**config.mk**
```make
export PLATFORM = sky130hd
export DESIGN_NAME = spi_wb_target
export DESIGN_NICKNAME = d
export VERILOG_FILES = /design/src/rtl/spi_wb_target.sv
export SDC_FILE = /design/constraint.sdc
export NUM_CORES = 1
export LEC_CHECK = 0
export ABC_AREA = 1
export BUFFER_PORTS_ARGS = -buffer_cell sky130_fd_sc_hd__buf_2
export CAP_MARGIN = 20
export CORE_MARGIN = 4
export CORE_UTILIZATION = 52
export CTS_CLUSTER_DIAMETER = 60
export DETAILED_ROUTE_END_ITERATION = 7
export PLACE_DENSITY = 0.85
export SKIP_LAST_GASP = 1
export SYNTH_ARGS = -nofsm -noshare
export SYNTH_HDL_FRONTEND = slang
export SYNTH_SLANG_ARGS = --single-unit
```
**constraint.sdc**
```tcl
create_clock -name clk -period 1.7 [get_ports clk]
set_clock_uncertainty 0.05 [all_clocks]
set_input_delay 0.085 -clock clk [delete_from_list [all_inputs] [get_ports clk]]
set_output_delay 0.085 -clock clk [all_outputs]
set_load 0.01 [all_outputs]
```
**src/rtl/spi_wb_target.sv**
```systemverilog
// SPI mode-0 target that turns SPI frames into single-word 32-bit Wishbone master cycles.
// Optional macro SPI_WB_TIMEOUT_EN adds a Wishbone ack timeout of TIMEOUT_CYCLES clk.
module spi_wb_target #(
  parameter int unsigned TIMEOUT_CYCLES = 255,
  parameter logic [7:0]  CMD_WRITE      = 8'h02,
  parameter logic [7:0]  CMD_READ       = 8'h03
) (
  input  logic        clk,
  input  logic        rst_n,
  input  logic        i_sclk,
  input  logic        i_ss_n,
  input  logic        i_mosi,
  output logic        o_miso,
  output logic        o_miso_oe,
  output logic [31:0] o_wb_adr,
  output logic [31:0] o_wb_dat,
  output logic [3:0]  o_wb_sel,
  output logic        o_wb_we,
  output logic        o_wb_cyc,
  output logic        o_wb_stb,
  input  logic [31:0] i_wb_rdt,
  input  logic        i_wb_ack,
  output logic        o_busy,
  output logic        o_err
);

  typedef enum logic [2:0] {
    S_IDLE, S_CMD, S_ADDR, S_WDATA, S_DUMMY, S_RDATA, S_SKIP
  } state_t;

  typedef enum logic {WB_IDLE, WB_REQ} wb_state_t;

  // [0],[1] synchronizer; [2] delay flop for edge detection
  logic [2:0]  r_sclk_sync;
  logic [2:0]  r_ss_sync;
  logic [1:0]  r_mosi_sync;

  state_t      r_state;
  state_t      w_state_nxt;
  wb_state_t   r_wb_state;
  wb_state_t   w_wb_nxt;

  logic [6:0]  r_bit_cnt;
  logic [31:0] r_rx;
  logic [31:0] r_addr;
  logic        r_is_rd;
  logic [31:0] r_tx;
  logic        r_err;
  logic [31:0] r_wb_adr;
  logic [31:0] r_wb_dat;
  logic        r_wb_we;
  logic        r_rd_pend;
  logic        r_rd_vld;
  logic [31:0] r_rdata;

  logic        w_sclk_rise;
  logic        w_sclk_fall;
  logic        w_ss_fall;
  logic        w_ss_rise;
  logic        w_mosi;
  logic [31:0] w_rx_nxt;
  logic        w_shifting;
  logic        w_launch;
  logic        w_launch_we;
  logic        w_cmd_done;
  logic        w_addr_done;
  logic        w_bad_cmd;
  logic        w_load_tx;
  logic        w_wb_start;
  logic        w_wb_done;
  logic        w_launch_drop;
  logic        w_to_hit;
  logic        w_err_set;

  always_ff @(posedge clk or negedge rst_n) begin
    if (!rst_n) begin
      r_sclk_sync <= 3'b000;
      r_ss_sync   <= 3'b111;
      r_mosi_sync <= 2'b00;
    end else begin
      r_sclk_sync <= {r_sclk_sync[1:0], i_sclk};
      r_ss_sync   <= {r_ss_sync[1:0], i_ss_n};
      r_mosi_sync <= {r_mosi_sync[0], i_mosi};
    end
  end

  assign w_sclk_rise = r_sclk_sync[1] & ~r_sclk_sync[2];
  assign w_sclk_fall = ~r_sclk_sync[1] & r_sclk_sync[2];
  assign w_ss_fall   = ~r_ss_sync[1] & r_ss_sync[2];
  assign w_ss_rise   = r_ss_sync[1] & ~r_ss_sync[2];
  assign w_mosi      = r_mosi_sync[1];
  assign w_rx_nxt    = {r_rx[30:0], w_mosi};
  assign w_shifting  = (r_state inside {S_CMD, S_ADDR, S_WDATA, S_DUMMY, S_RDATA});

  // Bit counter runs across the whole frame: cmd 0-7, addr 8-39, wdata 40-71 / dummy 40-47, rdata 48-79
  always_comb begin
    w_state_nxt = r_state;
    w_launch    = 1'b0;
    w_launch_we = 1'b0;
    w_cmd_done  = 1'b0;
    w_addr_done = 1'b0;
    w_bad_cmd   = 1'b0;
    w_load_tx   = 1'b0;
    if (w_ss_rise) begin
      w_state_nxt = S_IDLE;
    end else begin
      case (r_state)
        S_IDLE: if (w_ss_fall) w_state_nxt = S_CMD;
        S_CMD: begin
          if (w_sclk_rise && r_bit_cnt == 7'd7) begin
            w_cmd_done = 1'b1;
            if (w_rx_nxt[7:0] == CMD_WRITE || w_rx_nxt[7:0] == CMD_READ) begin
              w_state_nxt = S_ADDR;
            end else begin
              w_state_nxt = S_SKIP;
              w_bad_cmd   = 1'b1;
            end
          end
        end
        S_ADDR: begin
          if (w_sclk_rise && r_bit_cnt == 7'd39) begin
            w_addr_done = 1'b1;
            if (r_is_rd) begin
              w_state_nxt = S_DUMMY;
              w_launch    = 1'b1;
            end else begin
              w_state_nxt = S_WDATA;
            end
          end
        end
        S_WDATA: begin
          if (w_sclk_rise && r_bit_cnt == 7'd71) begin
            w_state_nxt = S_SKIP;
            w_launch    = 1'b1;
            w_launch_we = 1'b1;
          end
        end
        S_DUMMY: begin
          if (w_sclk_fall && r_bit_cnt == 7'd48) begin
            w_state_nxt = S_RDATA;
            w_load_tx   = 1'b1;
          end
        end
        S_RDATA: if (w_sclk_rise && r_bit_cnt == 7'd79) w_state_nxt = S_SKIP;
        S_SKIP:  w_state_nxt = S_SKIP;
        default: w_state_nxt = S_IDLE;
      endcase
    end
  end

  always_comb begin
    w_wb_nxt      = r_wb_state;
    w_wb_start    = 1'b0;
    w_wb_done     = 1'b0;
    w_launch_drop = 1'b0;
    case (r_wb_state)
      WB_IDLE: begin
        if (w_launch) begin
          w_wb_nxt   = WB_REQ;
          w_wb_start = 1'b1;
        end
      end
      WB_REQ: begin
        w_launch_drop = w_launch;
        if (i_wb_ack) begin
          w_wb_nxt  = WB_IDLE;
          w_wb_done = 1'b1;
        end else if (w_to_hit) begin
          w_wb_nxt = WB_IDLE;
        end
      end
      default: w_wb_nxt = WB_IDLE;
    endcase
  end

`ifdef SPI_WB_TIMEOUT_EN
  localparam int unsigned TO_W = (TIMEOUT_CYCLES > 255) ? $clog2(TIMEOUT_CYCLES + 1) : 8;
  logic [TO_W-1:0] r_to_cnt;

  always_ff @(posedge clk or negedge rst_n) begin
    if (!rst_n)                    r_to_cnt <= '0;
    else if (r_wb_state != WB_REQ) r_to_cnt <= '0;
    else                           r_to_cnt <= r_to_cnt + 1'b1;
  end

  assign w_to_hit = (r_wb_state == WB_REQ) && !i_wb_ack &&
                    (r_to_cnt == TO_W'(TIMEOUT_CYCLES - 1));
`else
  assign w_to_hit = 1'b0;
`endif

  assign w_err_set = w_bad_cmd | w_launch_drop | (w_load_tx & ~r_rd_vld) | w_to_hit;

  always_ff @(posedge clk or negedge rst_n) begin
    if (!rst_n) begin
      r_state   <= S_IDLE;
      r_bit_cnt <= '0;
      r_rx      <= '0;
      r_addr    <= '0;
      r_is_rd   <= 1'b0;
      r_tx      <= '0;
      r_err     <= 1'b0;
    end else begin
      r_state <= w_state_nxt;
      if (w_ss_fall) begin
        r_bit_cnt <= '0;
      end else if (w_sclk_rise && w_shifting) begin
        r_bit_cnt <= r_bit_cnt + 7'd1;
        r_rx      <= w_rx_nxt;
      end
      if (w_cmd_done)  r_is_rd <= (w_rx_nxt[7:0] == CMD_READ);
      if (w_addr_done) r_addr  <= w_rx_nxt;
      if (w_load_tx)
        r_tx <= r_rd_vld ? r_rdata : 32'h0;
      else if (w_sclk_fall && r_state == S_RDATA)
        r_tx <= {r_tx[30:0], 1'b0};
      if (w_err_set)      r_err <= 1'b1;
      else if (w_ss_fall) r_err <= 1'b0;
    end
  end

  // A read result is kept only if the frame that asked for it is still open
  always_ff @(posedge clk or negedge rst_n) begin
    if (!rst_n) begin
      r_wb_state <= WB_IDLE;
      r_wb_adr   <= '0;
      r_wb_dat   <= '0;
      r_wb_we    <= 1'b0;
      r_rd_pend  <= 1'b0;
      r_rd_vld   <= 1'b0;
      r_rdata    <= '0;
    end else begin
      r_wb_state <= w_wb_nxt;
      if (w_wb_start) begin
        r_wb_adr <= w_launch_we ? r_addr : w_rx_nxt;
        r_wb_we  <= w_launch_we;
        if (w_launch_we) r_wb_dat <= w_rx_nxt;
      end
      if (w_ss_rise)                   r_rd_pend <= 1'b0;
      else if (w_wb_start)             r_rd_pend <= ~w_launch_we;
      else if (w_wb_done || w_to_hit)  r_rd_pend <= 1'b0;
      if (w_ss_fall || (w_wb_start && !w_launch_we)) begin
        r_rd_vld <= 1'b0;
      end else if (w_wb_done && r_rd_pend && !w_ss_rise) begin
        r_rd_vld <= 1'b1;
        r_rdata  <= i_wb_rdt;
      end else if (w_to_hit && r_rd_pend) begin
        r_rdata <= 32'h0;
      end
    end
  end

  assign o_miso    = (r_state == S_RDATA) & r_tx[31];
  assign o_miso_oe = ~r_ss_sync[1];
  assign o_busy    = (r_wb_state == WB_REQ);
  assign o_wb_cyc  = o_busy;
  assign o_wb_stb  = o_busy;
  assign o_wb_sel  = o_busy ? 4'hf : 4'h0;
  assign o_wb_adr  = r_wb_adr;
  assign o_wb_dat  = r_wb_dat;
  assign o_wb_we   = r_wb_we;
  assign o_err     = r_err;

endmodule
```
# == After elaboration in Yosys (flattened, before gate mapping) ==
# Cells that the tools add are included.
# totals
register_bits,215
inputBits,38
out_inout_bits,75
word_cells,130
# op_classes
addsub,1
n_eq_ne,19
n_mux,51
bitwise_logic,17
reduce_logical,25
# op_table
op,count
$mux W32,4
$mux W1,32
$mux W3,9
$pmux W3 S7,1
$eq A8 B2 Y1 const B,2
$eq A7 B6 Y1 const B,2
$eq A7 B7 Y1 const B,2
$mux W7,2
$ne A3 B2 Y1 const B,4
$logic_and A1 B1 Y1,10
$eq A3 B3 Y1 const B,3
$not A1 Y1,9
$reduce_bool A2 Y1,4
$add A7 B1 Y7 const B,1
$eq A7 B3 Y1 const B,1
$and A1 B1 Y1,6
$eq A3 B2 Y1 const B,2
$ne A3 B3 Y1 const B,2
$reduce_and A2 Y1,3
$reduce_and A6 Y1,1
$reduce_bool A5 Y1,1
$mux W4,1
$pmux W1 S2,2
$eq A3 B1 Y1 const B,1
5 further kinds,8

# == Depth between registers and ports, before layout ==
# depth
ltp_word,12
depth_mapped,11
ltp_nobuf,11

# == Worst setup path after synthesis ==
# No wires, ideal clock.
# synth_timing
kind,register to register
from,reg r_ss_sync[2]
to,reg r_wb_adr[10] (netlist: o_wb_adr[10])
setup_time_ns,0.069
t_arrival_ns,1.720
required_time_ns,1.581
path_slack_ns,-0.140
path_stages_with_launch,8
n_path_buf,2
period_less_slack_ns,1.840
path_cell_list,dfstp_2 -> inv_1 -> ha_1 -> inv_2 -> clkbuf_1 -> clkbuf_1 -> nand4_1 -> nand3_1
# synth_between
elab_chain_len,5
word_cells_on_any_way,7
cone_classes,mux: 5; bitwise: 2
# synth_lines
item,line,text
from (decl),35,logic [2:0] r_ss_sync;
from (signal assigned),82,"r_ss_sync <= {r_ss_sync[1:0], i_ss_n};"
$not A1 Y1 *,90,assign w_ss_rise = r_ss_sync[1] & ~r_ss_sync[2];
$and A1 B1 Y1 *,90,
$mux W1,104,if (w_ss_rise) begin
$mux W1,158,if (w_launch) begin
$mux W1,156,case (r_wb_state)
to (signal assigned),235,r_wb_adr <= w_launch_we ? r_addr : w_rx_nxt;
to (decl),49,logic [31:0] r_wb_adr;
# Every way passes the cells marked *; elsewhere a longest branch is shown, timed or not.
# A chain may end at the register's enable or synchronous reset.

# == Final worst setup path ==
# layout_timing
from,reg r_bit_cnt[1]
to,reg r_rdata[19]
# layout_between
elab_chain_len,11
word_cells_on_any_way,17
cone_classes,eq/ne: 2; mux: 8; bitwise: 1; reduce/logical: 6
# layout_lines
item,line,text
from (decl),43,logic [6:0] r_bit_cnt;
from (signal assigned),208,r_bit_cnt <= r_bit_cnt + 7'd1;
$eq A7 B7 Y1 or $eq A7 B6 Y1 (tied branches),"132, 121",
$logic_and A1 B1 Y1 (on tied branches),"132, 121",
$mux W1 (on tied branches),"132, 121",
$pmux W1 S2,107,case (r_state)
$mux W1,104,
$mux W1,158,
$mux W1,156,
$logic_and A1 B1 Y1 *,242,if (w_ss_fall || (w_wb_start && !w_launch_we)) begin
$logic_or A1 B1 Y1 *,242,
$not A1 Y1 (no line) *,n/a,
$reduce_and A2 Y1 (no line) *,n/a,
to (signal assigned),246,r_rdata <= i_wb_rdt;
to (decl),54,logic [31:0] r_rdata;
# Marked as above.

==> results by group <==
STA
  • Fin crit share: 117%
  • RSZ-0062 raised after global routing: true
  • Final Critical Period: 1.99 ns
  • Slew Limit Fails: 0
  • Slew headroom: 73.8%
  • Fmax: 0.503 GHz
  • Final Hold Violating Endpoints: 0
  • Final Worst Setup Slack: -0.288 ns
  • Final-report setup violation count: 131
  • Slew @ Worst Pin: 0.393 ns

Clock network
  • H-tree levels: 1
  • CTS tree: yes
  • Clock root buffer: clkbuf_16
  • Clk buf depth: 3
  • CTS buffer count: 24
  • Clock latency on the worst-skew pair: 0.54 ns
  • Clk sink count: 215
  • Reg clk slew, reported paths: 0.06 ns

Critical path
  • CP endpoint: r_rdata[19]
  • Worst path slowest cell: dfrtp_1
  • FF-to-FF End: r_rdata[19]
  • Max incr delay on CP: 0.42 ns
  • Critical Path Start Type: flip-flop
  • CP arrival: 2.38 ns
  • CP Launch Point: r_bit_cnt[1]
  • Crit. End Element: flip-flop
  • Crit-path most repeated cell: nand2_1
  • Crit path kind: flip-flop to flip-flop
  • Max FO, Critical Path: 6
  • R2r setup slk: -0.29 ns
  • Worst r2r src: r_bit_cnt[1]
  • Critical path cell sequence: ha_4 > nand2_4 > nor3_4 > nand2_2 > nor2_4 > nand4_4 > nand3_4 > buf_6 > buf_12 > nand2_1 > nand2_1
  • Required @ worst endpoint: 2.09 ns
  • R2r worst-path depth: 11

Layout
  • Area delta synth->final: 42.5%
  • Nets: 1,291
  • Layout cells sized above 1: 35.2%
  • Most common cell after layout, fill and taps aside: nand2_1
  • Ant diodes: 0
  • Fill cell count: 995
  • Final Cell Area: 0.0131 mm2
  • Commonest cells after routing, fill and taps aside: nand2_1 (227), dfrtp_1 (208), buf_2 (110)

Power and ir drop
  • Worst VDD drop: 895 uV
  • Pwr/cell area: 1070 mW/mm2
  • Comb pwr share: 19.3%
  • Sw Pwr: 0.00424 W
  • Clock network power share: 36.1%
  • Switching share of power: 30.3%
  • Part of the power in registers: 44.6%
  • P_int: 0.00977 W
  • Static leakage: 6.35 nW

Global route
  • Initial antenna violation count: 0
  • GRT Total Usage: 26.7%
  • Remaining global-route overflow: 0
  • Largest net degree at the start of global routing: 55
  • Vias in the first global route: 8,730
  • First-pass GRT wire length: 43,800 um

Yosys
  • Mapped Cells: 1,025
  • Syn Std Cell Area: 0.00923 mm2
  • Yosys cell types: 35
  • Synth area leader: dfrtp_1
  • Main area contributors after synthesis: dfrtp_1 (57%), nand2_1 (11%), nand4_1 (5.6%)
  • Top-area cell type share of the netlist area: 57.5%
  • Synth Register Bits: 215
  • Register area share after synthesis: 58.3%
  • YS warnings: 0
  • Post-synthesis net count: 1,067
  • Mean Syn Cell Area: 9.00 um2

Drt
  • Drt first pass iters: 5
  • Final Routed Wirelength: 29,500 um
  • DR DRC count: 0
  • Drt wl/cell: 19.8 um
  • Routed Antenna Nets: 0
  • Initial drt markers: 875
  • DR vias: 8,762
  • Vias per std cell: 5.88

Die
  • Core area: 0.0174 mm2
  • Die area: 0.0199 mm2
  • Initial Utilization: 53.2%
  • I/O pin count: 113
  • Die X: 141 um
  • Chip Height: 141 um
  • Site row count: 48

Outcome
  • Violated checks: negative setup slack
  • Outcome: complete, but fails checks

Place
  • Gp weighted congestion: 0.841
  • Setup slack at placement: -0.162 ns
  • Area post-placement: 0.0104 mm2
  • Detailed Place HPWL: 14,800 um
  • PortBufs: 112

Job
  • Number of max-cap violations: 0

Min path
  • Worst min path class: input pin to asynchronous set/reset pin
[sequential cells by signal (all words and copies together) (netlist names)]
register     count
r_bit_cnt        7
r_addr          32
r_sclk_sync      3
r_rdata         32
r_rx            31
r_rd_pend        1
r_is_rd          1
r_rd_vld         1
r_mosi_sync      2
o_wb_dat        32
o_err            1
o_busy           1
o_wb_adr        32
r_state          3
o_wb_we          1
r_tx            32
r_ss_sync        3
[what timing repair did]
action                                  CTS  global route
setup buffers                            25            10
pin swaps                                19            27
cloned                                    9             8
hold buffers                             38             0
endpoints found under the setup margin  193           206
gates resized for setup                 103           196
hold endpoints to repair                252             0
[kinds of logic after synthesis]
kind of cell,Yosys count,synth area share (%)
and+or+nand+nor,522,25.7
xor gates and xnor gates,2,0.190
buffers and inverters,137,7.04
AOI/OAI and AO/OA,145,8.20
DFF,215,58.3
adders and majority gates,4,0.542
[cells in the mapped netlist (all sizes together)]
library cell and n:
dfrtp 212, o21bai 1, xor2 1, clkbuf 32, nand3 54, dfstp 3, buf 38, nand2 285
a21oi 20, o21ai 110, nand3b 1, o22ai 2, a31oi 12, ha 4, nor2 74, xnor2 1
nand4 84, inv 67, nor3 23, nor3b 1
[area by class of cell]
| class | instances | area (um2) | area share, % |
|---|---|---|---|
| tap | 225 | 282 | 2.14 |
| multi-input combinational | 673 | 3940 | 30.0 |
| timing repair buffer | 268 | 2510 | 19.1 |
| sequential | 215 | 5390 | 41.0 |
| clock inverter | 9 | 110 | 0.838 |
| clock buffer | 32 | 651 | 4.95 |
| inverter | 67 | 262 | 1.99 |
[how the worst min path moves through the flow]
stage | start | to | slack (ns) | depth (start not counted)
2_1_floorplan | rst_n | o_busy | -0.26 | 0
3_3_place_gp | rst_n | r_rdata[28] | -0.03 | 1
3_5_place_dp | rst_n | r_rdata[26] | -0.03 | 1
4_1_cts | rst_n | r_ss_sync[0] | 0.12 | 2
5_1_grt | rst_n | r_ss_sync[0] | 0.14 | 2
6_report | rst_n | r_ss_sync[0] | 0.13 | 2
[power groups by stage]
stage | Clock, W | Combinational [W] | Sequential, W
after floorplan | 0 | 0.00119 | 0.00604
after global placement | 0 | 0.00171 | 0.00612
after detailed placement | 0 | 0.00178 | 0.00615
after CTS | 0.00507 | 0.00212 | 0.00609
after global routing | 0.00534 | 0.00297 | 0.00628
final | 0.00506 | 0.00270 | 0.00624
[worst max-delay path: cells and delay by family (launching register included)]
family	cells	cell delay, ns
adders and majority gates	1	0.17
buffers and inverters	2	0.25
DFF	1	0.42
and+or+nand+nor	8	1.00
[metal layers]
layer  up-vias  global-route usage (%)  wire length [um]
met5         -                       0                 0
met2       490                    47.3             15100
met3       125                    4.14              2180
met1      4290                    34.1             10900
li1       3857                       -                 -
met4         0                    7.85              1360
[stage by stage]
stage / std cells / power (W) / hold WS, ns / utilization (%) / TNS (ns)
3_3_place_gp: 1362 / 0.00783 / -0.0305 / 59.6 / -2.89
4_1_cts: 1474 / 0.0133 / 0.123 / 70.7 / -6.53
3_5_place_dp: 1362 / 0.00792 / -0.0293 / 59.6 / -10.28
2_1_floorplan: 1025 / 0.00724 / -0.261 / - / 0
6_report: 1489 / 0.0140 / 0.134 / 75.7 / -16.70
5_1_grt: 1489 / 0.0146 / 0.137 / 75.7 / -28.02
No activity file was read; power rests on OpenSTA's default activity.
